`config.mk`:
```
export PLATFORM = sky130hd
export DESIGN_NAME = fib_ram_reader
export DESIGN_NICKNAME = d
export VERILOG_FILES = /design/src/rtl/fib_ram_reader.sv
export SDC_FILE = /design/constraint.sdc
export NUM_CORES = 1
export LEC_CHECK = 0
export CORE_ASPECT_RATIO = 0.7
export CORE_MARGIN = 2
export CORE_UTILIZATION = 35
export CTS_CLUSTER_DIAMETER = 200
export DETAILED_ROUTE_END_ITERATION = 8
export PLACE_DENSITY = 0.5
export SKIP_LAST_GASP = 1
export SYNTH_ARGS = -nofsm -noshare
export SYNTH_HDL_FRONTEND = slang
export SYNTH_SLANG_ARGS = --single-unit
```
`constraint.sdc`:
```
create_clock -name clk -period 7.7 [get_ports clk]
set_input_delay 1.925 -clock clk [delete_from_list [all_inputs] [get_ports clk]]
set_output_delay 1.925 -clock clk [all_outputs]
set_load 0.02 [all_outputs]
```
`src/rtl/fib_ram_reader.sv`:
```
// Read-side walker for the odd-Fibonacci RAM: steps through the stored entries
// and shows each one in decimal, with its index, on a 4-digit multiplexed display.
module fib_ram_reader #(
  parameter int ADDR_W   = 4,
  parameter int DATA_W   = 8,
  parameter int HOLD_CYC = 50_000_000,
  parameter int SCAN_CYC = 100_000
) (
  input  logic              clk,
  input  logic              reset_n,
  input  logic              start,
  input  logic [ADDR_W-1:0] count,
  input  logic              loop,
  input  logic [DATA_W-1:0] rd_data,
  output logic [ADDR_W-1:0] rd_addr,
  output logic              busy,
  output logic              done,
  output logic [3:0]        anodes,
  output logic [7:0]        segments
);

  localparam logic [2:0] IDLE = 3'd0;
  localparam logic [2:0] ADDR = 3'd1;
  localparam logic [2:0] LOAD = 3'd2;
  localparam logic [2:0] SHOW = 3'd3;
  localparam logic [2:0] DONE = 3'd4;

  localparam int HOLD_W = (HOLD_CYC > 1) ? $clog2(HOLD_CYC) : 1;
  localparam int SCAN_W = (SCAN_CYC > 1) ? $clog2(SCAN_CYC) : 1;
  localparam logic [HOLD_W-1:0] HOLD_LAST = HOLD_W'(HOLD_CYC - 1);
  localparam logic [SCAN_W-1:0] SCAN_LAST = SCAN_W'(SCAN_CYC - 1);

  logic [2:0]        state;
  logic [ADDR_W-1:0] cnt_q;
  logic [ADDR_W-1:0] last_addr;
  logic [DATA_W-1:0] disp_q;
  logic              vld_p0;
  logic [HOLD_W-1:0] hold_q;
  logic [SCAN_W-1:0] scan_q;
  logic [1:0]        dig_q;
  logic [11:0]       bcd;

  // Double-dabble: 8-bit binary to three BCD digits {H,T,O}.
  function automatic logic [11:0] bin2bcd(input logic [7:0] bin);
    logic [19:0] sr;
    sr = {12'd0, bin};
    for (int i = 0; i < 8; i++) begin
      if (sr[11:8]  > 4'd4) sr[11:8]  = sr[11:8]  + 4'd3;
      if (sr[15:12] > 4'd4) sr[15:12] = sr[15:12] + 4'd3;
      if (sr[19:16] > 4'd4) sr[19:16] = sr[19:16] + 4'd3;
      sr = sr << 1;
    end
    return sr[19:8];
  endfunction

  // Active-low {a,b,c,d,e,f,g,dp} hex glyphs, dp off.
  function automatic logic [7:0] glyph(input logic [3:0] nib);
    case (nib)
      4'h0: glyph = 8'h03;  4'h1: glyph = 8'h9F;  4'h2: glyph = 8'h25;  4'h3: glyph = 8'h0D;
      4'h4: glyph = 8'h99;  4'h5: glyph = 8'h49;  4'h6: glyph = 8'h41;  4'h7: glyph = 8'h1F;
      4'h8: glyph = 8'h01;  4'h9: glyph = 8'h09;  4'hA: glyph = 8'h11;  4'hB: glyph = 8'hC1;
      4'hC: glyph = 8'h63;  4'hD: glyph = 8'h85;  4'hE: glyph = 8'h61;  default: glyph = 8'h71;
    endcase
  endfunction

  assign last_addr = cnt_q - 1'b1;
  assign busy      = (state == ADDR) || (state == LOAD) || (state == SHOW);
  assign done      = (state == DONE);

  // Read sequencer: address settle, capture, then hold for the display period.
  always_ff @(posedge clk or negedge reset_n) begin
    if (!reset_n) begin
      state   <= IDLE;
      rd_addr <= '0;
      cnt_q   <= '0;
      disp_q  <= '0;
      vld_p0  <= 1'b0;
      hold_q  <= '0;
    end else begin
      case (state)
        IDLE, DONE: begin
          if (start) begin
            if (count != '0) begin
              cnt_q   <= count;
              rd_addr <= '0;
              state   <= ADDR;
            end else begin
              state <= DONE;
            end
          end
        end
        ADDR: state <= LOAD;
        LOAD: begin
          disp_q <= rd_data;
          vld_p0 <= 1'b1;
          hold_q <= '0;
          state  <= SHOW;
        end
        SHOW: begin
          if (hold_q == HOLD_LAST) begin
            if (rd_addr != last_addr) begin
              rd_addr <= rd_addr + 1'b1;
              state   <= ADDR;
            end else if (loop) begin
              rd_addr <= '0;
              state   <= ADDR;
            end else begin
              state <= DONE;
            end
          end else begin
            hold_q <= hold_q + 1'b1;
          end
        end
        default: state <= IDLE;
      endcase
    end
  end

  // Digit scan; parked at digit 0 while idle so each pass starts aligned.
  always_ff @(posedge clk or negedge reset_n) begin
    if (!reset_n) begin
      scan_q <= '0;
      dig_q  <= '0;
    end else if (state == IDLE) begin
      scan_q <= '0;
      dig_q  <= '0;
    end else if (scan_q == SCAN_LAST) begin
      scan_q <= '0;
      dig_q  <= dig_q + 2'd1;
    end else begin
      scan_q <= scan_q + 1'b1;
    end
  end

  // Nothing is shown until the first value has been captured (e.g. a zero-length pass).
  always_comb begin
    bcd      = bin2bcd(8'(disp_q));
    anodes   = 4'b1111;
    segments = 8'hFF;
    if (state != IDLE) begin
      anodes = ~(4'b0001 << dig_q);
      if (vld_p0) begin
        case (dig_q)
          2'd0: segments = glyph(bcd[3:0]);
          2'd1: if (bcd[11:4] != 8'd0) segments = glyph(bcd[7:4]);
          2'd2: if (bcd[11:8] != 4'd0) segments = glyph(bcd[11:8]);
          default: segments = glyph(4'(rd_addr));
        endcase
      end
    end
  end

endmodule

```
After elaboration in Yosys (flattened, before gate mapping). Memories as Yosys holds them, arrays and structs flattened. Index checks and enable logic that the tools add are counted.

Bitwise gates (word level): 1. Equal/unequal tests: 14. Add/sub/neg operators: 23. Order comparisons: 18. Shifts and indexed selects: 1. Reduce and logical (&&, ||, !) cells: 16. Multiplexer cells: 42.

Operators with widths (number): 2-to-1 mux 4 bit (17); > comparator 4 x 3 -> 1 bit (second input constant) (15); case mux 26 bit (2 select lines) (1); adder 4 x 2 -> 4 bit (second input constant) (11); 2-to-1 mux 3 bit (12); 2-to-1 mux 17 bit (2); 2-to-1 mux 8 bit (4); adder 26 x 1 -> 26 bit (second input constant) (1); == test 26 bit (second input constant) (1); 2-to-1 mux 26 bit (1); case mux 8 bit (3 select lines) (1); adder 17 x 1 -> 17 bit (second input constant) (1); == test 17 bit (second input constant) (1); adder 3 x 2 -> 3 bit (second input constant) (4); case mux 3 bit (4 select lines) (1); case mux 4 bit (2 select lines) (1); nonzero test 4 bit (2); nonzero test 8 bit (1); adder 1 x 2 -> 3 bit (both inputs constant) (2); == test 3 x 2 -> 1 bit (second input constant) (2); > comparator 1 x 3 -> 1 bit (both inputs constant) (2); != test 2 bit (second input constant) (3); nonzero test 2 bit (3); AND reduction 5 bit (1); other kinds (22) (25).

Bits in registers: 65. Word-level logic and storage cells: 127. Memories kept: 4. Output and inout port bits: 18. Bits in read-only memories: 448.

Memory list: (name not given) (depth 16, bits a word 7, rd ports 1, clocked after memory_dff 0, write ports 0, line 58) `case (nib)`; (name not given) (depth 16, bits a word 7, rd ports 1, clocked after memory_dff 0, write ports 0, line 58); (name not given) (depth 16, bits a word 7, rd ports 1, clocked after memory_dff 0, write ports 0, line 58); (name not given) (depth 16, bits a word 7, rd ports 1, clocked after memory_dff 0, write ports 0, line 58).

Depth between registers and ports, before layout. Gate-level depths: netlist of run 1.

Depth after elaboration: 19. Mapped depth: 24. Depth with buffers taken out: 23.

Worst setup path after synthesis of run 1. Ideal clock, no wire load.

Path kind: reg2out. From: register disp_q[5]. To: output segments[4]. Data required time: 5.775 ns. Buffers on the path: 0. Arrival: 5.273 ns. Cell stages (with the launch flop): 24. Setup slack: 0.502 ns. Path through: dfrtp_1 inv_1 ha_1 inv_1 ha_1 or2_1 a32o_1 o21ai_1 o211ai_2 xnor2_1 nand2_1 ha_1 nand3b_1 a2111oi_0 a21oi_1 o221ai_4 inv_1 ha_1 nor2b_1 and4_1 a31oi_2 o311ai_1 a2111o_1 a211o_1.

Cells in the longest elaborated chain, start to end: 15.

RTL lines: start: declaration (line 36) `logic [DATA_W-1:0] disp_q;`; start signal: assignment (line 94) `disp_q <= rd_data;`; adder 4 x 2 -> 4 bit or > comparator 4 x 3 -> 1 bit (tied branches) (line 48) `if (sr[11:8] > 4'd4) sr[11:8] = sr[11:8] + 4'd3;`; 2-to-1 mux 4 bit (*) (line 48); adder 4 x 2 -> 4 bit (tied with other cells) (line 48); 2-to-1 mux 4 bit (on tied branches) (line 48, 49); adder 4 x 2 -> 4 bit (tied with other cells) (line 48); 2-to-1 mux 4 bit (tied with other cells) (line 48); adder 4 x 2 -> 4 bit (tied with other cells) (line 48); 2-to-1 mux 4 bit (tied with other cells) (line 48); adder 4 x 2 -> 4 bit (tied with other cells) (line 49) `if (sr[15:12] > 4'd4) sr[15:12] = sr[15:12] + 4'd3;`; 2-to-1 mux 4 bit (tied with other cells) (line 49); memory (16 x 7 bit) (tied with other cells); 2-to-1 mux 8 bit (on tied branches) (line 146, 145); case mux 8 bit (3 select lines) (*) (line 143) `case (dig_q)`; 2-to-1 mux 8 bit (*) (line 142) `if (vld_p0) begin`; 2-to-1 mux 8 bit (*) (line 140) `if (state != IDLE) begin`; end: declaration (line 19) `output logic [7:0] segments`.

Every way passes the cells marked *; elsewhere a longest branch is shown, timed or not.

Final worst setup path of run 1.
From: register disp_q[6]. To: output segments[7].

Cells in the longest elaborated chain, start to end: 17.

RTL lines (line): adder 4 x 2 -> 4 bit or > comparator 4 x 3 -> 1 bit (tied branches) (48); 2-to-1 mux 4 bit (*) (48); adder 4 x 2 -> 4 bit (tied with other cells) (48); 2-to-1 mux 4 bit (on tied branches) (48, 49); adder 4 x 2 -> 4 bit (tied with other cells) (48); 2-to-1 mux 4 bit (tied with other cells) (48); adder 4 x 2 -> 4 bit (tied with other cells) (48); 2-to-1 mux 4 bit (tied with other cells) (48); adder 4 x 2 -> 4 bit (tied with other cells) (49); 2-to-1 mux 4 bit (tied with other cells) (49); adder 4 x 2 -> 4 bit (tied with other cells) (49); 2-to-1 mux 4 bit (tied with other cells) (49); memory (16 x 7 bit) (tied with other cells); 2-to-1 mux 8 bit (on tied branches) (146, 145); case mux 8 bit (3 select lines) (*) (143); 2-to-1 mux 8 bit (*) (142); 2-to-1 mux 8 bit (*) (140).

Marked as above.

==> impl_metrics.tcl, run 1 <==
set metrics [dict create \
    status "finished, final reports clean" \
    fin_nets 755 \
    drt_iter0_markers 437 \
    design_area_mm2 0.00650 \
    worst_pin_slew_ns 1.00 \
    min_path_cells 1 \
    root_buffer "clkbuf_16" \
    synth_flop_cell "dfrtp_1" \
    antenna_found_initial 0 \
    initial_core_util_pct 35.7 \
    cts.sinks 65 \
    yosys_warnings 0 \
    holdCritPathClass "flip-flop to flip-flop" \
    maxSlewHeadroom_pct 32.6 \
    detailroute.via_count 4985 \
    die_h_um 109 \
    cp.arrival_ns 5.45 \
    clock_skew_ns 0.00717 \
    dp_hpwl_um 10400 \
    crit_path_end_kind "primary output" \
    synth_fp_nets 720 \
    grt_pass1_wl_um 23800 \
    core_mm2 0.0155 \
    wl_per_cell_um 15.3 \
    grt_max_degree 66 \
    worst_slack_ns 0.323 \
    clk_pin_slew_ns 0.06 \
    worstPathRequired_ns 5.78 \
    syn_area_per_cell_um2 8.22 \
    r2r_cells 11 \
    setup_tns_ns 0 \
    worst_path_dominant_cell_family "compound AO/OA/AOI/OAI gates" \
    dpl-instance-area_mm2 0.00610 \
    ioPinCount 34 \
    finalHoldViolations 0 \
    drc_errors 0 \
    htree_levels 3 \
    final.min_clock_period_ns 7.38 \
    fmax_ghz 0.136 \
    drv_slew 0 \
    cp-start-kind "flip-flop" \
    mappedNetlistArea_mm2 0.00551 \
    antenna_cells 0 \
    synth_seq_area_share_pct 29.5 \
    rsz0062_at_grt "no" \
    cp.depth 25 \
    dp_slack_ns -0.0362 \
    postRouteAntennaNets 0 \
    timing.hold.ws_ns 0.482 \
    syn_to_final_growth_pct 17.9 \
    drive_gt1_share_pct 12.1 \
    via_per_inst 5.47 \
    die_w_um 154 \
    grt_usage_pct 17.4 \
    first_pass_iters 5 \
    dieArea_mm2 0.0168 \
    setup_viol 0 \
    rows 38 \
    tritoncts "done" \
    fin_crit_sh_pct 95.8 \
    ys_async_sr_fraction_pct 100 \
    drt-total-wl_um 13900 \
    cts_buffers 9 \
    port_buffers 32 \
    path_class "flip-flop to primary output" \
    critPathMaxFanout 8 \
    globalRouteOverflowTotal 0 \
    critPathBufInv 5 \
    clk_path_buf_depth 2 \
    grt_pass1_vias 4609 \
    synthDistinctLibCells 86 \
    routabilityCongestion 0.859 \
    synth_edf_count 0 \
    crit_top_cell "ha_2" \
    ys_seq_elements 65 \
    cts_hold_buf 0 \
    netlist_instances 671 \
    critPathMaxStageDelay_ns 0.57 \
    drv_cap 0 \
    cp_slowest_cell "clkdlybuf4s50_1" \
    clk_latency_ns 0.33 \
]
## what timing repair did
action                     in CTS  in global routing
setup endpoints to repair       6                  7
setup buffers                   1                  2
pin swaps                       1                  4
resized for setup               4                 19
cloned                          0                  0
## metrics by stage
step                util, %  instances
global route           42.1        911
detailed placement     39.5        892
floorplan                 -        671
global placement       39.5        892
finish                 42.1        911
CTS                    41.6        909
## layout make-up
type | instances | area, µm²
Clock buffer | 10 | 239
Clock inverter | 6 | 66.3
Fill cell | 1542 | 8950
Inverter | 28 | 105
Multi-Input combinational cell | 547 | 3730
Sequential cell | 65 | 1630
Tap cell | 200 | 250
Timing Repair Buffer | 55 | 490
## worst reg2reg max path, stage by stage, from the launching register on
cell and delay, ns:
dfrtp_1 0.41, or4b_2 0.70, nor4_1 0.26, a21oi_1 0.10, buf_4 0.18, nor2_1 0.17, nor2_1 0.14, and2_1 0.20
and3_1 0.19, nand2_1 0.08, xor2_1 0.15, nor2_1 0.05
## final timing paths
kind                       startpoint     endpoint  slack, ns
setup / recovery            disp_q[6]  segments[7]       0.32
hold / removal              scan_q[0]    scan_q[0]       0.48
setup reg to reg           hold_q[16]   hold_q[22]       4.94
hold reg to reg             scan_q[0]    scan_q[0]       0.48
max in group asynchronous     reset_n    disp_q[3]       5.37
min in group asynchronous     reset_n     cnt_q[0]       1.76
## registers in the layout, summed over array words and instances, names as in the netlist
register,cells
hold_q,26
scan_q,17
disp_q,8
cnt_q,4
rd_addr,4
state,3
dig_q,2
vld_p0,1
## cells in the mapped netlist, drive strengths merged, types with 4 or more instances
cell / number / area (µm²)
nand2: 81 / 304
nor2: 75 / 287
dfrtp: 65 / 1630
o21ai: 36 / 180
ha: 33 / 413
xor2: 32 / 288
nand3: 29 / 145
inv: 26 / 97.6
a21oi: 25 / 125
clkbuf: 25 / 93.8
xnor2: 19 / 174
nor3: 17 / 95.1
nand2b: 14 / 87.6
o211ai: 11 / 92.6
o31ai: 11 / 82.6
mux2i: 10 / 104
nand4: 10 / 62.6
a31oi: 8 / 56.3
or2: 8 / 50.1
and3: 7 / 43.8
mux2: 7 / 78.8
or3: 7 / 43.8
a211oi: 6 / 57.6
a21o: 6 / 45.0
and2: 6 / 37.5
buf: 6 / 37.5
nor2b: 6 / 37.5
a221oi: 5 / 43.8
a311oi: 5 / 50.0
and4: 5 / 43.8
nor4: 5 / 31.3
o21a: 5 / 38.8
nor3b: 4 / 30.0
## logic make-up (layout without fill, tap and decap cells)
group           after synthesis  count (layout)  synth area share [%]
simple gates                285             285                  25.3
compound gates              158             158                  20.9
flops                        65              65                  29.5
buf+inv                      59              99                  4.29
xor+xnor                     53              53                  9.19
fa+ha+maj                    33              33                  7.49
mux                          17              17                  3.31
other cells                   1               1                0.0680
## layer usage
metal | routed length, µm | part of all wire (%) | track usage [%]
met5 | 0 | 0 | 0
met4 | 118 | 0.85 | 4.21
met3 | 593 | 4.3 | 2.98
met2 | 5590 | 40 | 23.8
met1 | 7640 | 55 | 27.7
## placed cells by master, fill, tap and decap left out, types with 4 or more instances in the layout
cell	instances
mux2i_1	9
buf_4	23
nor3b_1	4
a311oi_1	4
nand2b_1	14
a21oi_1	24
o31ai_1	11
or2_2	6
o21ai_0	31
inv_1	24
clkdlybuf4s50_1	27
clkbuf_16	9
o21ai_1	5
and3_1	7
ha_1	29
nor2_1	72
and2_1	6
nand4_1	10
nor4_1	5
ha_2	4
a31oi_1	6
nand2_1	81
or3_1	7
a221oi_1	5
xor2_1	31
o211ai_1	9
and4_1	5
xnor2_1	17
o21a_1	4
mux2_2	7
a21o_1	6
nand3_1	29
nor2b_1	6
a211oi_1	5
nor3_1	15
dfrtp_1	65
Power of run 1 is left out: the tool's default activity adds up to more than one toggle a clock period on the data nets, which glitch-free logic cannot reach.
==> run 2, diff against run 1 <==
--- a/config.mk
+++ b/config.mk
@@ -13,2 +13,3 @@
 export PLACE_DENSITY = 0.5
+export REMOVE_ABC_BUFFERS = 1
 export SKIP_LAST_GASP = 1
@@ -17 +18,2 @@
 export SYNTH_SLANG_ARGS = --single-unit
+export TNS_END_PERCENT = 30
--- a/constraint.sdc
+++ b/constraint.sdc
@@ -3,2 +3,2 @@
 set_output_delay 1.925 -clock clk [all_outputs]
-set_load 0.02 [all_outputs]
+set_load 0.05 [all_outputs]
==> run 2 against run 1 <==
  * Critical path depth decreased by 1
  * Maximum frequency down 1.0%
  * Worst hold slack improved by 0.016 ns
  * Utilization grew 0.081 points
  * Sequential cell count did not move
  * Die area unchanged
  * Clock skew increased by 0.00070 ns
  * Cell area is 0.19% higher
  * Register-to-register slack lost 0.08 ns
  * Wire length decreased by 1.6%
  * Clock-buffer cell count is 1 lower
  * Sequential share of layout area barely moved
  * Highest routed layer unchanged
==> impl_metrics.tcl, run 2 (synthesis gave the netlist of run 1 again) <==
set metrics [dict create \
    status "finished, final reports clean" \
    drt-total-wl_um 13700 \
    seqCellArea_mm2 0.00163 \
    drv_cap 0 \
    worst_pin_slew_ns 0.950 \
    drt_iter0_markers 262 \
    r2r_cells 11 \
    cp_slowest_cell "dfrtp_2" \
    syn_to_final_growth_pct 18.2 \
    clk_pin_slew_ns 0.06 \
    core_mm2 0.0155 \
    root_buffer "clkbuf_16" \
    routabilityCongestion 0.830 \
    grt_pass1_wl_um 23100 \
    r2r_setup_slack_ns 4.86 \
    cts_buffers 9 \
    timing.hold.ws_ns 0.498 \
    grt_max_degree 66 \
    setup_viol 0 \
    fin_nets 752 \
    crit_top_cell "ha_2" \
    critPathMaxStageDelay_ns 0.43 \
    dp_hpwl_um 9950 \
    fmax_ghz 0.134 \
    detailroute.via_count 4923 \
    worstPathRequired_ns 5.78 \
    clk_path_buf_depth 2 \
    multi_input_area_mm2 0.00377 \
    min_path_cells 1 \
    tritoncts "done" \
    worstReg2RegEnd "hold_q[22]" \
    drive_gt1_share_pct 13.1 \
    rows 38 \
    ioPinCount 34 \
    drc_errors 0 \
    grt_pass1_vias 4705 \
    cts.sinks 65 \
    port_buffers 32 \
    die_w_um 154 \
    dieArea_mm2 0.0168 \
    worstHoldStart "scan_q[0]" \
    antenna_found_initial 0 \
    layout_commonest_cell "nand2_1" \
    critPathMaxFanout 8 \
    grt_usage_pct 16.8 \
    crit_path_end_kind "primary output" \
    reg_top3 "hold_q: 26 flops, scan_q: 17 flops, disp_q: 8 flops" \
    final.min_clock_period_ns 7.45 \
    globalRouteOverflowTotal 0 \
    first_pass_iters 5 \
    n_fill_cell 1536 \
    maxSlewHeadroom_pct 36.2 \
    fin_crit_sh_pct 96.8 \
    antenna_cells 0 \
    clk_latency_ns 0.33 \
    wl_per_cell_um 15.1 \
    layout_common_cells "80 x nand2_1, 72 x nor2_1, 64 x dfrtp_1" \
    htree_levels 3 \
    holdCritPathClass "flip-flop to flip-flop" \
    clock_skew_ns 0.00787 \
    via_per_inst 5.42 \
    cp.arrival_ns 5.53 \
    die_h_um 109 \
    drv_slew 0 \
    largest_reg_flops 26 \
    top_register "hold_q" \
    crit_chain "inv_2 -> ha_2 -> inv_1 -> ha_2 -> or2_4 -> a32o_1 -> or3_4 -> o211ai_4 -> xnor2_2 -> nand2_2 -> ha_4 -> nand3b_1 -> a2111oi_2 -> a21oi_1 -> o221ai_4 -> inv_1 -> ha_2 -> nor2b_1 -> and4_1 -> a31oi_2 -> o311ai_1 -> a2111o_1 -> a211o_1 -> buf_4" \
    initial_core_util_pct 35.7 \
    finalHoldViolations 0 \
    postRouteAntennaNets 0 \
    min_to "scan_q[0]" \
    r2r-start "hold_q[16]" \
    path_class "flip-flop to primary output" \
    cp-start-kind "flip-flop" \
]
## run 2: changes by cell type in the layout (fill, tap and decap cells not counted), moves of 2 or more
cell / delta
buf_4: +3
dlymetal6s2s_1: -3
clkinvlp_4: +2
clkdlybuf4s50_1: -3
## run 2: worst max path at each step
stage / from / endpoint / slack (ns) / depth (start not counted)
3_5_place_dp: disp_q[5] / segments[4] / 0.10 / 24
3_3_place_gp: disp_q[5] / segments[4] / 0.29 / 24
2_1_floorplan: disp_q[5] / segments[4] / 0.07 / 21
6_report: disp_q[5] / segments[4] / 0.25 / 24
4_1_cts: disp_q[5] / segments[4] / 0.02 / 22
5_1_grt: disp_q[5] / segments[4] / -0.03 / 24
## run 2: critical path: cells and delay by family (launching register included)
family | cells | cell delay (ns)
buf+inv | 4 | 0.44
xor+xnor | 1 | 0.17
flops | 1 | 0.43
simple gates | 6 | 1.32
fa+ha+maj | 4 | 0.84
compound gates | 9 | 1.98
## run 2: final cells by class
| class | count | area share, % |
|---|---|---|
| multi-input combinational | 547 | 57.8 |
| inverter | 28 | 1.61 |
| tap | 200 | 3.84 |
| sequential | 65 | 25.0 |
| clock buffer | 9 | 3.46 |
| clock inverter | 7 | 1.21 |
| timing repair buffer | 52 | 7.07 |
## run 2: per-layer routing
metal  vias to the layer above  part of all wire (%)  GRT usage [%]
li1                       2473                     -              -
met1                      2332                    51           24.6
met2                       105                    43           25.4
met3                        13                   4.3           3.14
met4                         0                   1.0           4.61
met5                         -                     0              0
## run 2: repair_timing
item                       4_1_cts  5_1_grt
pin swaps                        0        5
buffers inserted                 0        5
resized for setup                6       18
hold buffers                     0        0
setup endpoints to repair        3        7
## run 2: stage by stage
step	setup slack (ns)	area, µm²	TNS, ns	util, %	cells
global route	-0.0267	6520	-0.0267	42.2	908
global placement	0.294	6060	0	39.2	887
detailed placement	0.105	6060	0	39.2	887
CTS	0.0225	6380	0	41.3	903
finish	0.246	6520	0	42.2	908
floorplan	0.0715	5380	0	-	640
Power of run 2 is left out for the same reason.
==> run 3, diff against run 2 <==
Settings changed: CELL_PAD_IN_SITES_DETAIL_PLACEMENT set to 1, CELL_PAD_IN_SITES_GLOBAL_PLACEMENT set to 1, CORE_UTILIZATION 35 to 46, PLACE_DENSITY 0.5 to 0.79, REMOVE_ABC_BUFFERS 1 to unset.
==> run 3 against run 2 <==
  * Critical path depth is the same
  * Sequential share of layout area grew 0.087 points
  * Cell area shrank 0.35%
  * Wire length rose by 18%
  * Largest cell class unchanged
==> impl_metrics.tcl, run 3 (synthesis gave the netlist of run 1 again) <==
set metrics [dict create \
    grt_max_degree 66 \
    worstPathRequired_ns 5.78 \
    rows 33 \
    syn_to_final_growth_pct 17.8 \
    dpl-instance-area_mm2 0.00601 \
    routabilityCongestion 0.937 \
    cp_slowest_cell "a2111oi_4" \
    globalRouteOverflowTotal 0 \
    cp-start-kind "flip-flop" \
    top_register "hold_q" \
    die_w_um 135 \
    path_class "flip-flop to primary output" \
    worst_pin_slew_ns 1.11 \
    critPathBufInv 4 \
    dieArea_mm2 0.0129 \
    first_pass_iters 4 \
    drt_iter0_markers 380 \
    finalHoldViolations 0 \
    grt_usage_pct 25.6 \
    postRouteAntennaNets 0 \
    worstHoldStart "scan_q[0]" \
    r2r-start "hold_q[16]" \
    largest_reg_flops 26 \
    setup_viol 0 \
    critPathMaxStageDelay_ns 0.44 \
    via_per_inst 5.98 \
    cts.sinks 65 \
    drv_cap 0 \
    dp_hpwl_um 11900 \
    wl_per_cell_um 18.6 \
    crit_path_end_kind "primary output" \
    die_h_um 95.6 \
    cts_buffers 9 \
    grt_pass1_vias 5185 \
    cts_hold_buf 0 \
    htree_levels 3 \
    drive_gt1_share_pct 13.5 \
    worst_path_dominant_cell_family "compound AO/OA/AOI/OAI gates" \
    fin_cells 869 \
    antenna_found_initial 0 \
    layout_commonest_cell "nand2_1" \
    clk_path_buf_depth 2 \
    design_area_mm2 0.00649 \
    detailroute.via_count 5199 \
    clk_pin_slew_ns 0.06 \
    root_buffer "clkbuf_16" \
    clock_skew_ns 0.00701 \
    crit_chain "inv_4 -> ha_4 -> inv_1 -> ha_4 -> or2_4 -> a32o_2 -> or3_4 -> o211ai_4 -> xnor2_2 -> nand2_2 -> ha_1 -> nand3b_1 -> a2111oi_4 -> a21oi_2 -> o221ai_4 -> inv_1 -> ha_1 -> nor2b_1 -> and4_1 -> a31oi_4 -> o311ai_1 -> a2111o_1 -> a211o_1 -> buf_6" \
    maxSlewHeadroom_pct 25.2 \
    n_fill_cell 1392 \
    critPathMaxFanout 8 \
    cp.arrival_ns 5.64 \
    fin_crit_sh_pct 98.2 \
    drv_slew 0 \
    fin_util_pct 55.6 \
    layout_common_cells "80 x nand2_1, 72 x nor2_1, 64 x dfrtp_1" \
    drt-total-wl_um 16200 \
    startpoint "disp_q[5]" \
    clk_latency_ns 0.33 \
    status "finished, final reports clean" \
    drc_errors 0 \
    tritoncts "done" \
    dp_cells 845 \
    reg_top3 "hold_q: 26 flops, scan_q: 17 flops, disp_q: 8 flops" \
    fin_nets 756 \
    holdCritPathClass "flip-flop to flip-flop" \
    port_buffers 32 \
    antenna_cells 0 \
    core_mm2 0.0117 \
    ioPinCount 34 \
    fmax_ghz 0.132 \
    initial_core_util_pct 47.2 \
    final.min_clock_period_ns 7.56 \
    grt_pass1_wl_um 26500 \
]
run 3: cell count changes in the layout (fill, tap and decap cells not counted), sizes merged:
cell / before / now
buf: 28 / 32
inv: 28 / 30
bufinv: 1 / 0
clkinv: 4 / 3
run 3: stage by stage:
step	worst slack (ns)	TNS [ns]	hold WS [ns]
2_1_floorplan	0.393	0	0.453
3_3_place_gp	0.342	0	0.480
3_5_place_dp	0.00747	0	0.487
4_1_cts	0.00458	0	0.497
5_1_grt	-0.0759	-0.0759	0.523
6_report	0.137	0	0.490
run 3: worst paths after layout:
| kind | slack, ns | endpoint | cells after the start |
|---|---|---|---|
| hold / removal | 0.49 | scan_q[0] | 1 |
| max in group asynchronous | 5.30 | disp_q[5] | 2 |
| setup / recovery | 0.14 | segments[4] | 24 |
| min in group asynchronous | 1.76 | cnt_q[3] | 2 |
| setup reg to reg | 4.81 | hold_q[22] | 11 |
| hold reg to reg | 0.49 | scan_q[0] | 1 |
run 3: layer usage:
metal	wire [µm]	part of all wire (%)	GRT usage (%)	vias to the layer above
li1	-	-	-	2480
met4	168	1.0	6.93	0
met1	7980	49	36.9	2597
met5	0	0	0	-
met3	568	3.5	4.20	14
met2	7470	46	40.0	108
run 3: area by class of cell:
cell class	instances	area [µm²]	share of cell area (%)
Clock buffer	9	225	3.47
Timing Repair Buffer	56	498	7.67
Tap cell	157	196	3.03
Multi-Input combinational cell	547	3780	58.2
Sequential cell	65	1630	25.1
Clock inverter	7	61.3	0.944
Inverter	28	108	1.66
run 3: what timing repair did:
| action | 4_1_cts | 5_1_grt |
|---|---|---|
| buffers inserted | 0 | 8 |
| resized for setup | 11 | 17 |
| endpoints found under the setup margin | 2 | 4 |
| pin swaps | 2 | 9 |
Power of run 3 is left out for the same reason.
